## src/rtl/alu_seq_control.sv

```systemverilog
// -----------------------------------------------------------------------------
// alu_seq_control
//
// Hardwired control unit for the 32-bit datapath. It walks the datapath
// through instruction fetch (T0..T2, with T1W stretching the memory read) and
// register-register execute (T3..T6). Every state drives exactly one clock
// cycle of datapath strobes.
//
// Ports
//   Clock     in   system clock, rising edge
//   Clear     in   asynchronous active-high reset
//   IR        in   instruction register, opcode = IR[31:27]
//   MemDone   in   memory read data valid this cycle
//   Stop      in   halt request, only honoured in T0
//   PCout, MARin, IncPC, PCin, Read, MDRin, MDRout, IRin     fetch strobes
//   Yin, ZLowin, ZHighin, ZLowout, ZHighout, HIin, LOin      ALU/result strobes
//   Gra, Grb, Grc, Rin, Rout                                 register selects
//   OP        out  ALU operation code (zero outside T4)
//   Run       out  high while sequencing (T0..T6)
//   Illegal   out  sticky unsupported-opcode flag
//   Timeout   out  sticky memory-wait overflow flag
//   State     out  current FSM state code, for observation
//
// Handshake: the memory read is a plain level handshake. Read/MDRin are held
// from T1 through T1W; the cycle in which MemDone is sampled high is the last
// read cycle and the FSM moves to T2 on the following edge. There is no
// back-pressure in the other direction.
// -----------------------------------------------------------------------------
module alu_seq_control #(
   parameter int OPW          = 5,
   parameter int MEM_WAIT_MAX = 15
) (
   input  logic           Clock,
   input  logic           Clear,
   input  logic [31:0]    IR,
   input  logic           MemDone,
   input  logic           Stop,
   output logic           PCout,
   output logic           MARin,
   output logic           IncPC,
   output logic           PCin,
   output logic           Read,
   output logic           MDRin,
   output logic           MDRout,
   output logic           IRin,
   output logic           Yin,
   output logic           ZLowin,
   output logic           ZHighin,
   output logic           ZLowout,
   output logic           ZHighout,
   output logic           HIin,
   output logic           LOin,
   output logic           Gra,
   output logic           Grb,
   output logic           Grc,
   output logic           Rin,
   output logic           Rout,
   output logic [OPW-1:0] OP,
   output logic           Run,
   output logic           Illegal,
   output logic           Timeout,
   output logic [3:0]     State
);

   typedef enum logic [3:0] {
      S_RST  = 4'd0,
      S_T0   = 4'd1,
      S_T1   = 4'd2,
      S_T1W  = 4'd3,
      S_T2   = 4'd4,
      S_T3   = 4'd5,
      S_T4   = 4'd6,
      S_T5   = 4'd7,
      S_T6   = 4'd8,
      S_HALT = 4'd9
   } state_t;

   localparam int CW = $clog2(MEM_WAIT_MAX + 1);
   // Value of the wait counter during the last permitted T1W cycle.
   localparam logic [CW-1:0] WAIT_LAST = CW'(MEM_WAIT_MAX - 1);

   localparam logic [OPW-1:0] OPC_ALU_LO = OPW'(5'b00011);
   localparam logic [OPW-1:0] OPC_ALU_HI = OPW'(5'b01011);
   localparam logic [OPW-1:0] OPC_MUL    = OPW'(5'b01111);
   localparam logic [OPW-1:0] OPC_DIV    = OPW'(5'b10000);
   localparam logic [OPW-1:0] OPC_NOP    = OPW'(5'b11010);
   localparam logic [OPW-1:0] OPC_HALT   = OPW'(5'b11011);

   state_t        state, state_nxt;
   logic [CW-1:0] wait_cnt;

   // ---------------------------------------------------------------------------
   // Opcode decode. Register fields are routed by the select-and-encode logic
   // downstream; only the opcode matters here.
   // ---------------------------------------------------------------------------
   logic [OPW-1:0] opcode;
   logic           is_alu;
   logic           is_muldiv;
   logic           is_exec;
   logic           is_nop;
   logic           is_halt;
   logic           unused_ir_fields;

   assign opcode    = IR[31:32-OPW];
   assign is_alu    = (opcode >= OPC_ALU_LO) && (opcode <= OPC_ALU_HI);
   assign is_muldiv = (opcode == OPC_MUL) || (opcode == OPC_DIV);
   assign is_exec   = is_alu || is_muldiv;
   assign is_nop    = (opcode == OPC_NOP);
   assign is_halt   = (opcode == OPC_HALT);
   assign unused_ir_fields = &{1'b0, IR[31-OPW:0]};

   // Conditions that set the sticky flags, shared by next-state and flag logic.
   logic mem_expire;
   logic bad_opcode;

   assign mem_expire = (state == S_T1W) && !MemDone && (wait_cnt == WAIT_LAST);
   assign bad_opcode = (state == S_T3) && !is_exec && !is_nop && !is_halt;

   // ---------------------------------------------------------------------------
   // State, wait counter and sticky flags
   // ---------------------------------------------------------------------------
   always_ff @(posedge Clock or posedge Clear) begin
      if (Clear) begin
         state    <= S_RST;
         wait_cnt <= '0;
         Illegal  <= 1'b0;
         Timeout  <= 1'b0;
      end else begin
         state <= state_nxt;

         // Counter only runs while stretched in T1W; it is zero on entry.
         if (state == S_T1W && !MemDone && !mem_expire) begin
            wait_cnt <= wait_cnt + 1'b1;
         end else begin
            wait_cnt <= '0;
         end

         if (bad_opcode) Illegal <= 1'b1;
         if (mem_expire) Timeout <= 1'b1;
      end
   end

   // ---------------------------------------------------------------------------
   // Next-state logic
   // ---------------------------------------------------------------------------
   always_comb begin
      state_nxt = state;
      case (state)
         S_RST:  state_nxt = S_T0;
         S_T0:   state_nxt = Stop ? S_HALT : S_T1;
         S_T1:   state_nxt = MemDone ? S_T2 : S_T1W;
         S_T1W: begin
            if (MemDone)         state_nxt = S_T2;
            else if (mem_expire) state_nxt = S_HALT;
            else                 state_nxt = S_T1W;
         end
         S_T2:   state_nxt = S_T3;
         S_T3: begin
            // Illegal opcodes fall through to T0 exactly like nop.
            if (is_exec)      state_nxt = S_T4;
            else if (is_halt) state_nxt = S_HALT;
            else              state_nxt = S_T0;
         end
         S_T4:   state_nxt = S_T5;
         S_T5:   state_nxt = is_muldiv ? S_T6 : S_T0;
         S_T6:   state_nxt = S_T0;
         S_HALT: state_nxt = S_HALT;
         default: state_nxt = S_RST;
      endcase
   end

   // ---------------------------------------------------------------------------
   // Output decode (from registered state and IR). T0 is the one exception:
   // a Stop request suppresses the fetch strobes in that same cycle so no PC
   // update happens on the way into HALT.
   // ---------------------------------------------------------------------------
   always_comb begin
      PCout    = 1'b0;
      MARin    = 1'b0;
      IncPC    = 1'b0;
      PCin     = 1'b0;
      Read     = 1'b0;
      MDRin    = 1'b0;
      MDRout   = 1'b0;
      IRin     = 1'b0;
      Yin      = 1'b0;
      ZLowin   = 1'b0;
      ZHighin  = 1'b0;
      ZLowout  = 1'b0;
      ZHighout = 1'b0;
      HIin     = 1'b0;
      LOin     = 1'b0;
      Gra      = 1'b0;
      Grb      = 1'b0;
      Grc      = 1'b0;
      Rin      = 1'b0;
      Rout     = 1'b0;
      OP       = '0;
      Run      = 1'b0;

      case (state)
         S_T0: begin
            Run = 1'b1;
            if (!Stop) begin
               PCout = 1'b1;
               MARin = 1'b1;
               IncPC = 1'b1;
            end
         end
         S_T1: begin
            Run   = 1'b1;
            PCin  = 1'b1;
            Read  = 1'b1;
            MDRin = 1'b1;
         end
         S_T1W: begin
            Run   = 1'b1;
            Read  = 1'b1;
            MDRin = 1'b1;
         end
         S_T2: begin
            Run    = 1'b1;
            MDRout = 1'b1;
            IRin   = 1'b1;
         end
         S_T3: begin
            Run = 1'b1;
            // nop, halt and illegal opcodes must not disturb Y.
            if (is_exec) begin
               Grb  = 1'b1;
               Rout = 1'b1;
               Yin  = 1'b1;
            end
         end
         S_T4: begin
            Run     = 1'b1;
            Grc     = 1'b1;
            Rout    = 1'b1;
            ZLowin  = 1'b1;
            ZHighin = is_muldiv;
            OP      = opcode;
         end
         S_T5: begin
            Run     = 1'b1;
            ZLowout = 1'b1;
            if (is_muldiv) begin
               LOin = 1'b1;
            end else begin
               Gra = 1'b1;
               Rin = 1'b1;
            end
         end
         S_T6: begin
            Run      = 1'b1;
            ZHighout = 1'b1;
            HIin     = 1'b1;
         end
         default: begin
            // RST and HALT: everything idle.
         end
      endcase
   end

   assign State = state;

endmodule

```

## config.mk

```make
export PLATFORM = sky130hd
export DESIGN_NAME = alu_seq_control
export DESIGN_NICKNAME = d
export VERILOG_FILES = /design/src/rtl/alu_seq_control.sv
export SDC_FILE = /design/constraint.sdc
export NUM_CORES = 1
export LEC_CHECK = 0
export ABC_AREA = 1
export CAP_MARGIN = 40
export CORE_UTILIZATION = 31
export CTS_CLUSTER_SIZE = 40
export DETAILED_ROUTE_END_ITERATION = 10
export PLACE_DENSITY = 0.79
export SLEW_MARGIN = 25
export SYNTH_ARGS = -nofsm -noshare
export SYNTH_HDL_FRONTEND = slang
export SYNTH_SLANG_ARGS = --single-unit
```

## constraint.sdc

```tcl
create_clock -name Clock -period 1.6 [get_ports Clock]
set_clock_uncertainty 0.05 [all_clocks]
set_input_delay 0.16 -clock Clock [delete_from_list [all_inputs] [get_ports Clock]]
set_output_delay 0.16 -clock Clock [all_outputs]
set_load 0.05 [all_outputs]
```

==> flow_metrics.py <==
metrics = {
    "status": {
        "status": "finished with violations",
        "violations": "setup timing",
    },
    "grt": {
        "grt_overflow": 0,
        "first_global_vias": 1099,
        "antenna_found_initial": 0,
        "grt_max_degree": 11,
        "grt_usage_pct": 25.9,
        "grt_pass1_wl_mm": 5.16,
    },
    "worst_setup_path": {
        "crit_fanout": 5,
        "worstSetupPathType": "reg2out",
        "slowest_stage": "dfrtp_2",
        "cpPeakStageDelay_ns": 0.47,
        "crit_family": "flip-flops",
        "arrival_ns": 1.51,
        "crit_required_ns": 1.39,
        "worstSetupStartpointType": "flip-flop",
        "worst_setup_path_end_kind": "output port",
        "path_buf_inv": 3,
        "path_cells": "inv_4 -> nand2_2 -> nor3_4 -> buf_6 -> buf_12",
    },
    "route": {
        "drt_iter0_drc": 51,
        "drt_pass1_iterations": 4,
        "via_per_inst": 5.07,
        "wl_mm": 3.84,
        "antenna_left": 0,
        "wl_per_cell_um": 17.4,
        "drc": 0,
        "vias": 1116,
    },
    "sta": {
        "relSlewSlack_pct": 74.4,
        "final-hold-violation-count": 0,
        "rsz0062_at_grt": "yes",
        "setup_violations": 23,
        "fmax_ghz": 0.583,
        "worstMarginPinSlew_ns": 0.383,
        "fin_ws_ns": -0.116,
        "drv_slew": 0,
        "period_share_pct": 107,
        "tns_ns": -1.61,
        "period_needed_ns": 1.72,
    },
    "final_layout": {
        "n_antenna_cell": 0,
        "drive_above_1_share_pct": 58.3,
        "fillers": 118,
        "multi_input_area_um2": 571,
        "design_area_um2": 1920,
        "syn2layout_area_growth_pct": 142,
        "seqCellArea_um2": 255,
        "fin_nets": 231,
    },
    "job": {
        "max-cap-violations": 0,
    },
    "yosys": {
        "yosysSeqAreaShare_pct": 31.6,
        "ys_seq_elements": 10,
        "ys_types": 19,
        "yosysTopAreaCell": "dfrtp_1",
        "synth_edf_count": 0,
        "syn-num-nets": 159,
        "synth.avg_cell_area_um2": 6.54,
        "yosysWarnings": 0,
        "yosys.cell_count.top_type": "nand2_1",
        "synth_top_area_share_pct": 31.6,
        "netlist_area_um2": 791,
        "ys_async_sr_fraction_pct": 100,
        "synth_common_cells": "nand2_1 (26), nor2_1 (25), inv_1 (20)",
        "synth_cells": 121,
        "synthTopCellsByArea": "dfrtp_1 (32%), nand2_1 (12%), nor2_1 (12%)",
        "synth-main-ff-cell": "dfrtp_1",
    },
    "floorplanning": {
        "die_y_um": 52.5,
        "die_w_um": 52.5,
        "pin_count": 68,
        "coreArea_um2": 2300,
        "rows": 17,
        "initial_utilization_pct": 34.4,
        "dieArea_um2": 2760,
    },
    "placed_design": {
        "hpwl_mm": 2.00,
        "dp_slack_ns": -0.143,
        "gp_congestion": 0.832,
        "place_area_um2": 1630,
        "port_buffers": 40,
    },
    "power": {
        "vdd_ir_drop_max_v": 0.00162,
        "power.leakage_nw": 0.904,
        "power_density_nw_per_um2": 1680,
    },
    "hold_path": {
        "hp-class": "in2async",
    },
    "cts": {
        "htreeDepth": 1,
        "cts_made_buffers": 3,
        "clk_pin_slew_ns": 0.07,
        "cts_tree": "built",
        "clock_path_buffers": 2,
        "clock-sinks": 10,
        "clkLatencyLatePin_ns": 0.27,
        "root_buffer": "clkbuf_4",
    },
}
[layout make-up]
| class | instances | area share (%) |
|---|---|---|
| well taps | 28 | 1.83 |
| repair buffers | 75 | 48.0 |
| multi-input cells | 82 | 29.8 |
| inverters | 21 | 5.16 |
| clock buffers | 4 | 1.89 |
| flip-flops and latches | 10 | 13.3 |
[cells by family after synthesis]
family	after synthesis	share of synthesized area, %
AO/OA/AOI/OAI	2	1.26
XOR/XNOR	3	3.32
adder cells (fa/ha/maj)	2	3.16
buffers and inverters	29	17.6
flip-flops	10	31.6
AND/OR/NAND/NOR	75	43.0
[worst paths after layout]
kind                                from     endpoint  slack (ns)  depth (start not counted)
worst max register to register  State[2]     State[0]        0.03                          9
worst max-delay path            State[1]        IncPC       -0.12                          5
worst min register to register   Illegal      Illegal        0.46                          2
min in group Clock                IR[31]      Illegal        0.45                          5
worst min-delay path               Clear  wait_cnt[0]        0.11                          2
max in group asynchronous          Clear     State[2]        1.09                          2
[what timing repair did]
item / in CTS / in global routing
buffers inserted: 18 / 5
setup endpoints to repair: 22 / 22
pin swaps: 9 / 6
gates resized for setup: 17 / 8
hold buffers: 0 / 0
hold endpoints to repair: 0 / 0
[registers in the layout (all words and copies together), names as in the netlist]
signal / count
Illegal: 1
State: 4
Timeout: 1
wait_cnt: 4
[where the power goes]
group / switching, W / leakage [nW] / internal [W]
registers: 0.000123 / 0.119 / 0.000312
logic: 0.00146 / 0.764 / 0.00109
clock network: 0.0000938 / 0.0210 / 0.000138
total: 0.00168 / 0.904 / 0.00155
[routing by layer]
| metal | part of all wire, % | track usage (%) |
|---|---|---|
| met5 | 0 | 0 |
| met4 | 3.3 | 11.8 |
| met3 | 4.5 | 4.35 |
| met2 | 52 | 46.8 |
| met1 | 40 | 29.0 |
[layout by cell type (no fill, tap or decap), types with 4 or more instances in the layout]
master,instances
buf_12,26
buf_4,37
buf_6,4
dfrtp_1,6
dfrtp_2,4
dlygate4sd2_1,4
inv_1,13
nand2_1,19
nand2_2,4
nand3_1,9
nand4_1,4
nor2_1,14
nor2_4,14
[metrics by stage]
step	hold slack (ns)	utilization (%)	total power, W	std cells
6_report	0.113	83.4	0.00323	220
4_1_cts	0.122	80.7	0.00297	215
3_5_place_dp	0.401	71.0	0.00240	193
3_3_place_gp	0.392	71.0	0.00236	193
2_1_floorplan	-0.0501	-	0.00163	121
5_1_grt	0.135	83.4	0.00334	220
(Power assumes the default switching activity.)
